File: src/rtl/clk_en_gen.sv
// Multi-channel fractional clock-enable generator: one phase accumulator per channel,
// the carry out of each add becomes a single-cycle enable pulse and toggles a square wave.
module clk_en_gen #(
  parameter int                     CHANNELS  = 2,
  parameter int                     ACC_W     = 16,
  parameter int unsigned            INC_RESET = 7820,
  parameter logic [CHANNELS-1:0]    RUN_RESET = '1,
  localparam int                    SEL_W     = (CHANNELS > 1) ? $clog2(CHANNELS) : 1
) (
  input  logic                iClk,
  input  logic                iRst,
  input  logic                iSync,
  input  logic                iWrEn,
  input  logic [SEL_W-1:0]    iWrSel,
  input  logic                iWrReg,
  input  logic [ACC_W-1:0]    iWrData,
  output logic [CHANNELS-1:0] oClkEn,
  output logic [CHANNELS-1:0] oSq,
  output logic [CHANNELS-1:0] oRunning
);

  genvar gi;
  generate
    for (gi = 0; gi < CHANNELS; gi++) begin : g_ch
      localparam logic [SEL_W-1:0] CH_SEL = SEL_W'(gi);

      logic [ACC_W-1:0] acc_q, acc_d;
      logic [ACC_W-1:0] inc_q, inc_d;
      logic             run_q, run_d;
      logic             os_q, os_d;
      logic             en_q, en_d;
      logic             sq_q, sq_d;
      logic [ACC_W:0]   sum;
      logic             hit, ctrl_wr, inc_wr, stop_wr, start_wr, pulse;

      // Out-of-range selects never match any channel, so they fall through harmlessly.
      assign hit      = iWrEn && (iWrSel == CH_SEL);
      assign ctrl_wr  = hit && iWrReg;
      assign inc_wr   = hit && !iWrReg;
      assign stop_wr  = ctrl_wr && !iWrData[0];
      assign start_wr = ctrl_wr && iWrData[0] && !run_q;
      assign sum      = {1'b0, acc_q} + {1'b0, inc_q};
      assign pulse    = run_q && sum[ACC_W] && !iSync && !stop_wr;

      always_comb begin
        acc_d = acc_q;
        if (iSync || start_wr) begin
          acc_d = '0;
        end else if (run_q && !stop_wr) begin
          acc_d = sum[ACC_W-1:0];
        end

        sq_d = sq_q;
        if (start_wr) begin
          sq_d = 1'b0;
        end else if (pulse) begin
          sq_d = ~sq_q;
        end

        // A control write wins over the oneshot self-clear on the same edge.
        run_d = run_q;
        if (ctrl_wr) begin
          run_d = iWrData[0];
        end else if (pulse && os_q) begin
          run_d = 1'b0;
        end

        os_d  = ctrl_wr ? iWrData[1] : os_q;
        inc_d = inc_wr ? iWrData : inc_q;
        en_d  = pulse;
      end

      always_ff @(posedge iClk) begin
        if (iRst) begin
          acc_q <= '0;
          inc_q <= ACC_W'(INC_RESET);
          run_q <= RUN_RESET[gi];
          os_q  <= 1'b0;
          en_q  <= 1'b0;
          sq_q  <= 1'b0;
        end else begin
          acc_q <= acc_d;
          inc_q <= inc_d;
          run_q <= run_d;
          os_q  <= os_d;
          en_q  <= en_d;
          sq_q  <= sq_d;
        end
      end

      assign oClkEn[gi]   = en_q;
      assign oSq[gi]      = sq_q;
      assign oRunning[gi] = run_q;
    end
  endgenerate

endmodule

File: config.mk
export PLATFORM = sky130hd
export DESIGN_NAME = clk_en_gen
export DESIGN_NICKNAME = d
export VERILOG_FILES = /design/src/rtl/clk_en_gen.sv
export SDC_FILE = /design/constraint.sdc
export NUM_CORES = 1
export LEC_CHECK = 0
export ABC_AREA = 1
export CELL_PAD_IN_SITES_DETAIL_PLACEMENT = 1
export CELL_PAD_IN_SITES_GLOBAL_PLACEMENT = 1
export CORE_UTILIZATION = 45
export DETAILED_ROUTE_END_ITERATION = 10
export PLACE_DENSITY_LB_ADDON = 0.05
export SYNTH_ARGS = -nofsm -noshare
export SYNTH_HDL_FRONTEND = slang
export SYNTH_SLANG_ARGS = --single-unit
File: constraint.sdc
create_clock -name iClk -period 5.25 [get_ports iClk]
set_clock_uncertainty 0.1 [all_clocks]
set_input_delay 1.575 -clock iClk [delete_from_list [all_inputs] [get_ports iClk]]
set_output_delay 1.575 -clock iClk [all_outputs]
set_load 0.05 [all_outputs]
# After elaboration in Yosys (flattened, before gate mapping)
# Cells that the tools add are included.
[op_classes]
n_bitwise = 3
add_sub_neg = 2
n_reduce_logical = 37
n_mux = 4
[op_table]
columns = ["operator", "n"]
rows = [
  ["adder 16 x 16 -> 17 bit", 2],
  ["logical AND 1 bit", 22],
  ["OR reduction 2 bit", 4],
  ["logical NOT 1 bit", 7],
  ["2-to-1 mux 1 bit", 4],
  ["nonzero test 2 bit", 2],
  ["inverter 1 bit", 3],
  ["logical OR 1 bit", 2],
]
[totals]
input_bits = 22
elab_cells = 58
register_bits = 72

# Depth between registers and ports, before layout
[logic_depth]
word_depth = 9
ltp_mapped = 12
ltp_nobuf = 12

# Worst setup path before layout
# Ideal clock, no wire load.
[synth_timing]
path_type = "in2reg"
start = "input iWrSel"
end = "register g_ch[0].acc_q[5]"
setup_time_ps = 116
required_time_ps = 5034
cell_stages = 7
arrival_ps = 2429
path_slack_ps = 2604
cell_sequence = "inv_1 -> nand3_2 -> o21ai_2 -> inv_2 -> buf_2 -> o211ai_1 -> inv_1"
[synth_between]
elab_chain_cells = 7
word_cells_on_any_way = 10
classes_between = "1 x bitwise; 9 x reduce/logical"
[synth_rtl]
columns = ["element", "line_no", "source"]
rows = [
  ["start, declared", "14", "input logic [SEL_W-1:0] iWrSel,"],
  ["inverter 1 bit (*)", "37", "assign hit = iWrEn && (iWrSel == CH_SEL);"],
  ["logical AND 1 bit (*)", "37", ""],
  ["logical AND 1 bit (*)", "38", "assign ctrl_wr = hit && iWrReg;"],
  ["logical AND 1 bit (2 in series)", "41", "assign start_wr = ctrl_wr && iWrData[0] && !run_q;"],
  ["logical OR 1 bit", "47", "if (iSync || start_wr) begin"],
  ["OR reduction 2 bit (no line)", "-", ""],
  ["end signal, assigned", "75", "acc_q <= '0;"],
  ["end signal, assigned", "82", "acc_q <= acc_d;"],
  ["end, declared", "27", "logic [ACC_W-1:0] acc_q, acc_d;"],
]
# Every way passes the cells marked *; elsewhere a longest branch is shown, timed or not.
# A chain may end at the register's enable or synchronous reset.

# Worst setup path in the final report
[layout_timing]
start = "input iRst"
end = "register g_ch[1].acc_q[4]"
[layout_between]
elab_chain_cells = 1
[layout_rtl]
columns = ["element", "line_no", "source"]
rows = [
  ["start, declared", "11", "input logic iRst,"],
  ["OR reduction 2 bit (no line)", "-", ""],
  ["end signal, assigned", "75", ""],
  ["end signal, assigned", "82", ""],
  ["end, declared", "27", ""],
]
# No other way between the ends.

==> reports/metrics.json <==
{
  "timing": {
    "setup_tns_ns": 0,
    "min_period_over_period_pct": 76.12,
    "final_hold_viol_count": 0,
    "final_count_of_pins_violating_max_slew": 0,
    "holdWs_ns": 0.3613,
    "worst_slew_margin_rel_pct": 45.99,
    "worst_pin_slew_ns": 0.8092,
    "finalSetupViolCount": 0,
    "finalWorstPathRequiredPeriod_ns": 3.996,
    "rsz0062_at_grt": "false",
    "maxClockFrequency_mhz": 250.2
  },
  "die": {
    "top_level_ports": 28,
    "row_count": 36,
    "initial_core_util_pct": 46.70,
    "die_area_um2": 10650,
    "die_height_um": 103.2,
    "die_x_um": 103.2,
    "core-area_um2": 9864
  },
  "yosys": {
    "ys_ff_latch": 72,
    "ys_seq_area_share_pct": 31.29,
    "syn_inst": 745,
    "synth.area.top_cells": "dfxtp_1, nand2_1, inv_1, ha_1, nand3_1",
    "post_synth.cell_area_avg_um2": 6.184,
    "yosysTopAreaCell": "dfxtp_1",
    "distinct_cell_type_count_of_the_synthesized_netlist": 24,
    "synth_area_um2": 4607,
    "yosys.area.top_type_share_pct": 31.29,
    "ys_warn_count": 0,
    "postSynthNetCount": 801
  },
  "outcome": {
    "outcome": "completed"
  },
  "min_path": {
    "hold_path_class": "reg -> reg",
    "hold_path_startpoint": "g_ch[0].os_q$_SDFFE_PP0P_",
    "hold_path_depth": 2,
    "worstHoldEndpoint": "g_ch[0].os_q$_SDFFE_PP0P_"
  },
  "setup_path": {
    "worstSetupStartpointType": "primary input",
    "crit_fanout": 30,
    "worstRegToRegCells": 11,
    "cp-end-kind": "flip-flop",
    "peak_per_stage_delay_on_the_critical_path_ns": 0.73,
    "worst_path_dominant_cell_family": "buffers and inverters",
    "critPathArrivalTime_ns": 4.18,
    "critical_setup_path_kind": "in -> reg",
    "cp_cell_sequence": "clkdlybuf4s50_1 -> inv_1 -> nand3_1 -> inv_1 -> o21ai_0 -> a21oi_1",
    "worst_r2r_endpoint": "g_ch[0].sq_q$_SDFFE_PP0P_",
    "critical_path.slowest_cell": "inv_1",
    "critical_path.reg2reg.startpoint": "g_ch[0].acc_q[0]$_SDFFE_PP0P_",
    "worstPathRequired_ns": 5.43,
    "most_frequent_cell_on_the_critical_path": "inv_1",
    "flop_to_flop_setup_slack_ns": 3.10,
    "worst-path-buf-inv": 3
  },
  "routing": {
    "dr.pass1.iters": 4,
    "sum_of_routed_wire_length_over_all_layers_mm": 13.20,
    "dr_total_vias": 4516,
    "via_per_inst": 5.007,
    "detail_route.iter0.violations": 149,
    "drt.antenna.violating_nets": 0,
    "post_drt_wl_per_cell_um": 14.64,
    "detail_route.drc_violations": 0
  },
  "clock_tree": {
    "cts-root-to-sink-buffers": 2,
    "h-tree-depth": 3,
    "ctsRootBufferMaster": "clkbuf_8",
    "clk_pin_slew_ns": 0.08,
    "cts_buffers": 9,
    "cts.repair_timing.setup_buffer_count": 0,
    "post_cts_resize_count": 0,
    "tritoncts_num_sinks": 72,
    "holdBufCountCts": 0,
    "tritoncts": "done",
    "insertion_delay_ns": 0.36
  },
  "power_and_ir_drop": {
    "share_comb_of_total_power_pct": 23.3,
    "clock_power_share_pct": 34.5,
    "power.static_leakage_nw": 2.962,
    "swShare_pct": 31.39,
    "cell_internal_pwr_mw": 0.9756,
    "power.density_cell_area_nw_per_um2": 275.7,
    "p_switching_mw": 0.4463,
    "vdd_drop_max_mv": 0.1284,
    "power_frac_seq_pct": 42.2
  },
  "global_route": {
    "first_global_vias": 4729,
    "grt_use_total_pct": 26.68,
    "antenna_found_initial": 0,
    "met1_usage_pct": 29.30,
    "met2_usage_in_global_routing_pct": 52.31,
    "grt-ovfl-total": 0,
    "grt_first_pass_wirelength_mm": 21.67,
    "global_route.peak_usage_layer": "met2",
    "groute.layer.met3.usage_pct": 3.696,
    "grt_start_max_net_pins": 31
  },
  "final_layout": {
    "final_nets": 820,
    "area_growth_pct": 11.95,
    "antenna_cells": 0,
    "drive_above_1_share_pct": 3.901
  },
  "placed_design": {
    "estimated_wirelength_of_the_detail_placed_design_mm": 10.47,
    "port-buffer-count": 27,
    "globalplace.congestion": 0.8483
  },
  "flow_run": {
    "drv.max_cap_violation_count": 0
  }
}
## placed cells by master, fill, tap and decap left out
master           synthesis  routed
or2_2                    2       2
a21oi_1                 38      38
inv_2                    3       3
nand3_1                 66      66
dfxtp_1                 72      72
clkinv_2                 0       3
a211oi_2                 2       2
inv_1                  132     132
xor2_1                   5       5
o21ai_0                 20      20
xnor2_1                  4       4
nor2_2                   1       1
ha_1                    32      32
bufinv_16                0       2
nand2_1                252     252
nor2_1                  74      74
buf_4                    7       2
o21ai_2                  2       2
nand3_2                  2       2
fa_1                     2       2
clkdlybuf4s50_1          0      27
clkbuf_8                 0      10
o211ai_1                 5       5
nor3_1                   8       8
nand3b_1                 2       2
clkinvlp_4               0       1
## per-stage QoR
step	area, µm²	util [%]	power (mW)	worst slack [ns]	cells
5_1_grt	5157	52.28	1.505	0.9333	902
2_1_floorplan	4607	-	0.8471	2.604	745
4_1_cts	5157	52.28	1.432	1.208	902
6_report	5157	52.28	1.422	1.254	902
3_5_place_dp	4937	50.05	0.9434	0.8539	886
3_3_place_gp	4937	50.05	0.9240	1.052	886
## how the worst max path moves through the flow
stage / from / endpoint / slack [ns] / cells past startpoint
finish: iRst / g_ch[1].acc_q[4]$_SDFFE_PP0P_ / 1.25 / 6
global route: iRst / g_ch[1].acc_q[4]$_SDFFE_PP0P_ / 0.93 / 6
CTS: iRst / g_ch[1].acc_q[3]$_SDFFE_PP0P_ / 1.21 / 6
detailed placement: iRst / g_ch[1].acc_q[3]$_SDFFE_PP0P_ / 0.85 / 6
global placement: iRst / g_ch[1].acc_q[4]$_SDFFE_PP0P_ / 1.05 / 6
floorplan: iWrSel / g_ch[0].acc_q[5]$_SDFFE_PP0P_ / 2.60 / 7
## sequential cells by signal, summed over array words and instances, names as in the netlist
register    flops
g_ch.en_q       2
g_ch.inc_q     32
g_ch.run_q      2
g_ch.sq_q       2
g_ch.acc_q     32
g_ch.os_q       2
## layer usage
metal	wire length (µm)	part of all wire [%]
met5	0	0
met3	226	1.7
met2	7196	55
met1	5529	42
met4	250	1.9
## synth_stat cells
master	n
nand2_1	252
xnor2_1	4
nand3_1	66
or2_2	2
a21oi_1	38
dfxtp_1	72
buf_6	1
nand3_2	2
xor2_1	5
ha_1	32
o211ai_1	5
o21ai_2	2
nor2_1	74
nor3_1	8
a211oi_2	2
o21ai_0	20
inv_1	132
buf_2	7
buf_4	7
nand3b_1	2
nor2_2	1
clkbuf_1	6
fa_1	2
inv_2	3
## logic make-up after synthesis
group	after synthesis	share of synthesized area, %
XOR/XNOR	9	1.711
adder cells (fa/ha/maj)	34	9.560
AO/OA/AOI/OAI	67	8.039
flip-flops	72	31.29
buffers and inverters	156	13.63
AND/OR/NAND/NOR	407	35.77
## power groups by stage
| stage | logic, mW | clock network [mW] | registers [mW] |
|---|---|---|---|
| 2_1_floorplan | 0.243 | 0 | 0.604 |
| 3_3_place_gp | 0.314 | 0 | 0.610 |
| 3_5_place_dp | 0.332 | 0 | 0.612 |
| 4_1_cts | 0.335 | 0.497 | 0.600 |
| 5_1_grt | 0.383 | 0.518 | 0.603 |
| 6_report | 0.332 | 0.490 | 0.600 |
## worst register-to-register path: stages (launching register included)
cell	delay, ns
dfxtp_1	0.32
ha_1	0.23
fa_1	0.43
nand3_1	0.10
nand3_1	0.13
nand2_1	0.10
nand2_1	0.14
nand2_1	0.11
nand2_1	0.11
nand2_1	0.13
nand2_1	0.07
a21oi_1	0.11
## area by class of cell
type	instances	area (µm²)
Fill cell	1390	4707
Multi-Input combinational cell	517	2537
Sequential cell	72	1441
Inverter	135	506.7
Timing Repair Buffer	29	285.3
Tap cell	133	166.4
Clock buffer	10	137.6
Clock inverter	6	82.58
No activity file was read; power rests on OpenSTA's default activity.
